### config.mk
export PLATFORM = sky130hd
export DESIGN_NAME = seg_scan_mux_flat
export DESIGN_NICKNAME = d
export VERILOG_FILES = /design/src/rtl/seg_pkg.sv /design/src/rtl/seg_scan_mux_if.sv /design/src/rtl/scan_tick_counter.sv /design/src/rtl/seg_scan_mux.sv /design/src/flat_wrapper.sv
export SDC_FILE = /design/constraint.sdc
export NUM_CORES = 1
export LEC_CHECK = 0
export ABC_CLOCK_PERIOD_IN_PS = 2700
export CORE_ASPECT_RATIO = 1.5
export CORE_MARGIN = 10
export CORE_UTILIZATION = 45
export CTS_BUF_LIST = sky130_fd_sc_hd__clkbuf_8
export CTS_CLUSTER_SIZE = 25
export DETAILED_ROUTE_END_ITERATION = 8
export HOLD_SLACK_MARGIN = 0.12
export PLACE_DENSITY = 0.69
export SLEW_MARGIN = 5
export SYNTH_ARGS = -nofsm -noshare
export SYNTH_HDL_FRONTEND = slang
export SYNTH_SLANG_ARGS = --single-unit
### constraint.sdc
create_clock -name clk -period 2.7 [get_ports clk]
set_input_delay 0.81 -clock clk [delete_from_list [all_inputs] [get_ports clk]]
set_output_delay 0.81 -clock clk [all_outputs]
set_load 0.02 [all_outputs]
### src/rtl/seg_pkg.sv
// Shared types and constants for the seven-segment scan path.
// SEG_ZERO / SEG_BLANK match the upstream BCD-to-segment decoder encoding.
package seg_pkg;

  localparam int unsigned SEG_W = 8;
  localparam int unsigned DIG_W = 2;

  typedef logic [SEG_W-1:0] seg_t;
  typedef logic [DIG_W-1:0] dig_t;

  // Both digit patterns captured together once per frame.
  typedef struct packed {
    seg_t tens;
    seg_t units;
  } seg_pair_t;

  // Phase within a digit slot.
  typedef enum logic {
    PH_BLANK = 1'b0,
    PH_SHOW  = 1'b1
  } phase_e;

  localparam seg_t SEG_ZERO  = 8'h3F;
  localparam seg_t SEG_BLANK = 8'h00;

  // Active-low digit enables: bit 1 = tens, bit 0 = units.
  localparam dig_t DIG_NONE  = 2'b11;
  localparam dig_t DIG_TENS  = 2'b01;
  localparam dig_t DIG_UNITS = 2'b10;

  // True when a tens pattern should be suppressed as a leading zero.
  function automatic logic is_lz(input seg_t pat, input logic lz_en);
    return lz_en && (pat == SEG_ZERO);
  endfunction

endpackage

### src/rtl/seg_scan_mux_if.sv
// Bus between the segment decoder, the scan driver and the display pins.
//   seg_in_1 / seg_in_2 : tens / units patterns from the decoder
//   seg_out             : shared segment bus
//   dig_sel             : active-low digit enables
//   frame_start         : one-cycle pulse on each input latch
interface seg_scan_mux_if;
  import seg_pkg::*;

  seg_t seg_in_1;
  seg_t seg_in_2;
  seg_t seg_out;
  dig_t dig_sel;
  logic frame_start;

  // Decoder / environment side.
  modport master (
    output seg_in_1,
    output seg_in_2,
    input  seg_out,
    input  dig_sel,
    input  frame_start
  );

  // Scan driver side.
  modport slave (
    input  seg_in_1,
    input  seg_in_2,
    output seg_out,
    output dig_sel,
    output frame_start
  );

endinterface

### src/rtl/scan_tick_counter.sv
// Slot timebase: counts 0..SCAN_DIV-1 and toggles the slot index on wrap.
//   clk, rst : clock and synchronous active-high reset
//   cnt_q    : position within the current slot
//   slot_q   : 0 = tens slot, 1 = units slot
//   wrap_c   : combinational, high on the last cycle of a slot
module scan_tick_counter #(
  parameter int unsigned SCAN_DIV = 50000
) (
  input  logic                        clk,
  input  logic                        rst,
  output logic [$clog2(SCAN_DIV)-1:0] cnt_q,
  output logic                        slot_q,
  output logic                        wrap_c
);

  localparam int unsigned CNT_W = $clog2(SCAN_DIV);

  logic [CNT_W-1:0] cnt_d;
  logic             slot_d;

  // Next count and slot.
  always_comb begin
    wrap_c = (cnt_q == CNT_W'(SCAN_DIV - 1));
    cnt_d  = cnt_q + CNT_W'(1);
    slot_d = slot_q;
    if (wrap_c) begin
      cnt_d  = '0;
      slot_d = ~slot_q;
    end
  end

  always_ff @(posedge clk) begin
    if (rst) begin
      cnt_q  <= '0;
      slot_q <= 1'b0;
    end else begin
      cnt_q  <= cnt_d;
      slot_q <= slot_d;
    end
  end

endmodule

### src/rtl/seg_scan_mux.sv
// Two-digit seven-segment scan driver. Latches both decoder patterns once
// per frame, then alternates tens/units slots on one shared segment bus,
// each slot opening with a blanking gap to suppress ghosting.
//   clk, rst : clock and synchronous active-high reset
//   bus      : seg_in_1/seg_in_2 in; seg_out, dig_sel, frame_start out
module seg_scan_mux
  import seg_pkg::*;
#(
  parameter int unsigned SCAN_DIV     = 50000,
  parameter int unsigned BLANK_CYCLES = 16,
  parameter bit          LZ_BLANK     = 1'b1
) (
  input  logic           clk,
  input  logic           rst,
  seg_scan_mux_if.slave  bus
);

  localparam int unsigned CNT_W = $clog2(SCAN_DIV);

  // Reject parameter sets that leave no visible time or no blanking gap.
  if (SCAN_DIV < 4) begin : g_bad_div
    $error("seg_scan_mux: SCAN_DIV must be >= 4");
  end
  if ((BLANK_CYCLES < 1) || (BLANK_CYCLES >= SCAN_DIV)) begin : g_bad_blank
    $error("seg_scan_mux: BLANK_CYCLES must be in [1, SCAN_DIV)");
  end

  logic [CNT_W-1:0] cnt;
  logic             slot;
  logic             wrap_c;
  logic             latch_c;
  phase_e           phase_c;

  seg_pair_t lat_q, lat_d;
  seg_t      seg_out_q, seg_out_d;
  dig_t      dig_sel_q, dig_sel_d;
  logic      frame_start_q, frame_start_d;

  scan_tick_counter #(
    .SCAN_DIV (SCAN_DIV)
  ) u_tick (
    .clk    (clk),
    .rst    (rst),
    .cnt_q  (cnt),
    .slot_q (slot),
    .wrap_c (wrap_c)
  );

  // Latch on entry to the tens slot; decode phase and next bus values.
  always_comb begin
    latch_c       = wrap_c & slot;
    phase_c       = (cnt < CNT_W'(BLANK_CYCLES)) ? PH_BLANK : PH_SHOW;
    lat_d         = lat_q;
    seg_out_d     = SEG_BLANK;
    dig_sel_d     = DIG_NONE;
    frame_start_d = latch_c;

    if (latch_c) begin
      lat_d.tens  = bus.seg_in_1;
      lat_d.units = bus.seg_in_2;
    end

    // Suppressed leading zero keeps the tens slot fully dark.
    if (phase_c == PH_SHOW) begin
      if (!slot) begin
        if (!is_lz(lat_q.tens, LZ_BLANK)) begin
          seg_out_d = lat_q.tens;
          dig_sel_d = DIG_TENS;
        end
      end else begin
        seg_out_d = lat_q.units;
        dig_sel_d = DIG_UNITS;
      end
    end
  end

  always_ff @(posedge clk) begin
    if (rst) begin
      lat_q         <= '0;
      seg_out_q     <= SEG_BLANK;
      dig_sel_q     <= DIG_NONE;
      frame_start_q <= 1'b0;
    end else begin
      lat_q         <= lat_d;
      seg_out_q     <= seg_out_d;
      dig_sel_q     <= dig_sel_d;
      frame_start_q <= frame_start_d;
    end
  end

  assign bus.seg_out     = seg_out_q;
  assign bus.dig_sel     = dig_sel_q;
  assign bus.frame_start = frame_start_q;

endmodule

### src/flat_wrapper.sv
// flat-port wrapper written by rule: the top's interface ports become plain ports
module seg_scan_mux_flat import seg_pkg::*;
#(
  parameter int unsigned SCAN_DIV     = 50000,
  parameter int unsigned BLANK_CYCLES = 16,
  parameter bit          LZ_BLANK     = 1'b1
)
  (clk, rst, bus_seg_in_1, bus_seg_in_2, bus_seg_out, bus_dig_sel, bus_frame_start);
  seg_scan_mux_if bus_i ();
  input  logic clk;
  input  logic rst;
  input wire logic [$bits(bus_i.seg_in_1)-1:0] bus_seg_in_1;
  input wire logic [$bits(bus_i.seg_in_2)-1:0] bus_seg_in_2;
  output wire logic [$bits(bus_i.seg_out)-1:0] bus_seg_out;
  output wire logic [$bits(bus_i.dig_sel)-1:0] bus_dig_sel;
  output wire logic [$bits(bus_i.frame_start)-1:0] bus_frame_start;
  assign bus_i.seg_in_1 = bus_seg_in_1;
  assign bus_i.seg_in_2 = bus_seg_in_2;
  assign bus_seg_out = bus_i.seg_out;
  assign bus_dig_sel = bus_i.dig_sel;
  assign bus_frame_start = bus_i.frame_start;
  seg_scan_mux #(.SCAN_DIV(SCAN_DIV), .BLANK_CYCLES(BLANK_CYCLES), .LZ_BLANK(LZ_BLANK)) u_core (.clk(clk), .rst(rst), .bus(bus_i));
endmodule
# --- Word level (Yosys, flattened, before mapping) ---
# Cells that the tools add are included.
totals:
  output_inout_bits: 11
  inputBits: 18
  register_bits: 44
  wordCells: 21
classes:
  bitwise_logic: 2
  n_lt_le_gt_ge: 1
  eq_ne: 2
  reduce_logical: 3
  n_mux: 4
  n_addsub: 1
op_table:
  columns: ["op", "count"]
  rows:
  - ["16-bit by 1-bit adder with 16-bit output, second input constant", 1]
  - ["16-bit equality test, second input constant", 1]
  - ["16-bit by 5-bit less-than comparator with 1-bit output, second input constant", 1]
  - ["8-bit 2-to-1 mux", 2]
  - ["8-bit by 6-bit equality test with 1-bit output, second input constant", 1]
  - ["2-bit OR reduction", 2]
  - ["3-bit OR reduction", 1]
  - ["2-bit 2-to-1 mux", 1]
  - ["1-bit bitwise AND", 1]
  - ["1-bit 2-to-1 mux", 1]
  - ["1-bit inverter", 1]

# --- Logic depth before layout (Yosys ltp) ---
logic_depth:
  word_depth: 3
  depth_mapped: 7
  depth_no_buf: 5

# --- Modules after synthesis ---
# From an unflattened synthesis, not the netlist that was laid out.
unflattened:
  hier_cells: 200
  area_unflattened_um2: 1769.2
by_module_without_submodules:
  columns: ["module", "instances", "area_per_inst_um2", "seq_area_each_um2", "cells_each"]
  rows:
  - ["seg_scan_mux", 1, 989.7, 540.5, 117]
  - ["scan_tick_counter", 1, 779.5, 340.3, 83]

# --- Worst setup path before layout ---
# No wires, ideal clock.
synth_timing:
  path_type: "reg-to-reg"
  startpoint: "reg u_core.u_tick.cnt_q[13]"
  endpoint: "reg u_core.lat_q[0] in the netlist's numbering"
  setup_time_ns: 0.134
  required_ns: 2.566
  path_stages_with_launch: 7
  slack_ns: 0.823
  t_arrival_ns: 1.744
  synth_period_minus_slack_ns: 1.877
  n_path_buf: 2
  cell_sequence: "dfxtp_1 or4_4 or4_4 buf_6 buf_8 nand2_1 a21oi_1"
synth_via:
  elab_chain_len: 2
synth_rtl:
  columns: ["element", "line", "rtl"]
  rows:
  - ["start, declared", "scan_tick_counter.sv:11", "output logic [$clog2(SCAN_DIV)-1:0] cnt_q,"]
  - ["start signal, assigned", "scan_tick_counter.sv:37", "cnt_q <= cnt_d;"]
  - ["16-bit equality test", "scan_tick_counter.sv:23", "wrap_c = (cnt_q == CNT_W'(SCAN_DIV - 1));"]
  - ["1-bit bitwise AND", "seg_scan_mux.sv:51", "latch_c = wrap_c & slot;"]
  - ["end signal, assigned", "seg_scan_mux.sv:84", "lat_q <= lat_d;"]
  - ["end, declared", "seg_scan_mux.sv:34", "seg_pair_t lat_q, lat_d;"]
# No other way between the ends.
# A chain may end at the register's enable or synchronous reset.

# --- Worst setup path after layout ---
layout_timing:
  startpoint: "reg u_core.seg_out_q[6], in the netlist u_core.bus.seg_out[6]"
  endpoint: "out bus_seg_out[6]"
layout_lines:
  columns: ["element", "line", "rtl"]
  rows:
  - ["start, declared", "seg_scan_mux.sv:35", "seg_t seg_out_q, seg_out_d;"]
  - ["start signal, assigned", "seg_scan_mux.sv:85", "seg_out_q <= seg_out_d;"]
  - ["end, declared", "flat_wrapper.sv:14", "output wire logic [$bits(bus_i.seg_out)-1:0] bus_seg_out;"]
# No word-level cell between the ends.

==> flow_metrics.env <==
export IMPL_holdCritPathClass="reg -> reg"
export IMPL_grt_pass1_wl_um=6679
export IMPL_coreArea_um2=3716
export IMPL_start_util_pct=47.37
export IMPL_fmax_mhz=484.4
export IMPL_via_per_inst=5.332
export IMPL_antenna_found_initial=0
export IMPL_final_setup_worst_slack_ns=0.6354
export IMPL_maxCapViolations=0
export IMPL_drt_antenna_violating_nets=0
export IMPL_fp_dieH_um=96.61
export IMPL_synthArstFlopShare_pct=0
export IMPL_drt_initial_drc_count=83
export IMPL_final_nets=246
export IMPL_crit_fanout=1
export IMPL_cp_buffers_inverters=1
export IMPL_die_area_um2=6866
export IMPL_place_area_um2=2062
export IMPL_leakagePower_nw=0.7368
export IMPL_crit_path_end_kind="output pin"
export IMPL_period_share_pct=76.47
export IMPL_syn_to_final_growth_pct=23.45
export IMPL_worst_path_max_delay_cell="clkdlybuf4s50_1"
export IMPL_cts_root_buf="clkbuf_8"
export IMPL_yosys_warnings=0
export IMPL_status="completed"
export IMPL_die_width_um=71.07
export IMPL_place_worst_setup_slack_ns=0.6711
export IMPL_final_hold_viol_count=0
export IMPL_arrival_ns=1.25
export IMPL_cts_tree="done"
export IMPL_slew_viol_final=0
export IMPL_cts_resized=0
export IMPL_syn_area_per_cell_um2=8.891
export IMPL_top_level_ports=29
export IMPL_grt_overflow=0
export IMPL_cp_required_ns=1.89
export IMPL_antenna_cells=0
export IMPL_grt_pass1_vias=1440
export IMPL_grt_start_max_net_pins=20
export IMPL_fin_crit_ns=2.065
export IMPL_synth_edf_count=0
export IMPL_finalPower_mw=1.193
export IMPL_cp_start_kind="flop"
export IMPL_netlist_instances=198
export IMPL_cpPeakStageDelay_ns=0.61
export IMPL_worstMarginPinSlew_ns=0.5409
export IMPL_drc=0
export IMPL_drive_gt1_share_pct=7.456
export IMPL_synth_seq_area_share_pct=50.04
export IMPL_layout_cells_non_filler=271
export IMPL_finalSetupViolations=0
export IMPL_gp_congestion=0.8976
export IMPL_clkTransAtPathRegs_ns=0.09
export IMPL_finalWirelength_um=3888
export IMPL_power_density_nw_per_um2=549.2
export IMPL_whs_ns=0.4579
export IMPL_rows=27
export IMPL_path_class="reg -> out"
export IMPL_seq_area_um2=880.8
export IMPL_port_buffers=28
export IMPL_netlist_area_um2=1760
export IMPL_crit_chain="clkdlybuf4s50_1"
export IMPL_ctsHtreeMaxLevel=2
export IMPL_finalSetupTns_ns=0
export IMPL_wl_per_cell_um=14.35
export IMPL_post_dp_hpwl_um=2911
export IMPL_fillerInstances=351
export IMPL_vdd_drop_max_mv=0.3559
export IMPL_clock_sinks=44
export IMPL_clockBufferDepth=2
export IMPL_post_route_util_pct=58.48
export IMPL_post_cts_setup_buffer_count=0
export IMPL_dpl_cell_count=263
export IMPL_synth_seq_cells=44
export IMPL_critical_path_top_delay_family="buffers and inverters"
export IMPL_rsz0062_at_grt="false"
export IMPL_vias=1445
export IMPL_synth_nets=217
export IMPL_first_pass_iters=4
export IMPL_yosysUniqueCellTypes=32
export IMPL_design_area_um2=2173
export IMPL_postCtsHoldBufs=0
export IMPL_worstSkewPairLatency_ns=0.29
export IMPL_multi_input_area_um2=802.0
export IMPL_relSlewSlack_pct=63.94
export IMPL_grt_use_total_pct=11.58
export IMPL_numCtsBuffers=5
export IMPL_synth_flop_cell="dfxtp_1"
export IMPL_fin_skew_ns=0.01289
## placed cells by master, fill, tap and decap left out, drive strengths merged, types with 2 or more instances in the layout
| cell type | count |
|---|---|
| and2 | 2 |
| or3 | 2 |
| clkbuf | 5 |
| or4 | 5 |
| nor4 | 3 |
| and4 | 2 |
| and3 | 2 |
| nand2 | 38 |
| clkdlybuf4s50 | 28 |
| xnor2 | 5 |
| nand3 | 7 |
| nand4 | 5 |
| a21oi | 18 |
| nor2 | 25 |
| dfxtp | 44 |
| xor2 | 9 |
| a22oi | 6 |
| and4b | 2 |
| inv | 4 |
| buf | 4 |
| mux2i | 2 |
| or2 | 2 |
## layout make-up
class / instances / area share [%]
Clock inverter: 3 / 1.957
Multi-Input combinational cell: 140 / 36.90
Tap cell: 43 / 2.476
Clock buffer: 5 / 3.166
Timing Repair Buffer: 32 / 14.28
Sequential cell: 44 / 40.53
Inverter: 4 / 0.6908
## routing by layer
layer	wire (um)	GRT usage, %
met5	0	0
met3	179	3.673
met2	2080	21.05
met1	1554	11.41
met4	74	5.052
## sequential cells by signal, indices dropped and copies added (netlist names)
| register | flops |
|---|---|
| u_core.lat_q | 16 |
| u_core.u_tick.cnt_q | 16 |
| u_core.bus.seg_out | 8 |
| u_core.bus.dig_sel | 2 |
| u_core.bus.frame_start | 1 |
| u_core.u_tick.slot_q | 1 |
## worst paths after layout
path                                              start                     end  slack (ns)  cells past startpoint
worst max-delay path              u_core.bus.seg_out[6]          bus_seg_out[6]        0.64                      1
worst min-delay path             u_core.u_tick.cnt_q[0]  u_core.u_tick.cnt_q[0]        0.46                      1
worst min register to register   u_core.u_tick.cnt_q[0]  u_core.u_tick.cnt_q[0]        0.46                      1
worst max register to register  u_core.u_tick.cnt_q[13]  u_core.u_tick.cnt_q[5]        0.67                      4
## cells by family after synthesis
kind of cell | after synthesis | share of synthesized area (%)
multiplexers | 2 | 1.137
buffers and inverters | 14 | 4.406
adder cells (fa/ha/maj) | 1 | 0.7106
XOR/XNOR | 14 | 6.965
AO/OA/AOI/OAI | 26 | 9.027
flip-flops | 44 | 50.04
AND/OR/NAND/NOR | 97 | 27.72
## Yosys cell counts, types with 2 or more instances
| cell | instances | share of area [%] |
|---|---|---|
| and4_1 | 2 | 1.0 |
| buf_2 | 2 | 0.57 |
| or3_1 | 2 | 0.71 |
| nand3_1 | 7 | 2.0 |
| xor2_1 | 9 | 4.5 |
| dfxtp_1 | 44 | 50 |
| and4b_1 | 2 | 1.1 |
| nor2_1 | 24 | 5.1 |
| clkbuf_1 | 5 | 1.1 |
| mux2i_1 | 2 | 1.1 |
| or4_1 | 3 | 1.3 |
| or4_4 | 2 | 1.3 |
| a22oi_1 | 6 | 2.6 |
| and2_1 | 2 | 0.71 |
| a21oi_1 | 18 | 5.1 |
| nand2_1 | 38 | 8.1 |
| and3_1 | 2 | 0.71 |
| or2_1 | 2 | 0.71 |
| nand4_1 | 5 | 1.8 |
| xnor2_1 | 5 | 2.5 |
| inv_1 | 4 | 0.85 |
| nor4_1 | 2 | 0.71 |
## power breakdown
group          total [mW]  internal [mW]  switching (mW)
registers           0.656          0.652         0.00358
logic              0.0424         0.0267          0.0157
clock network       0.495          0.274           0.222
(Power assumes the default switching activity.)
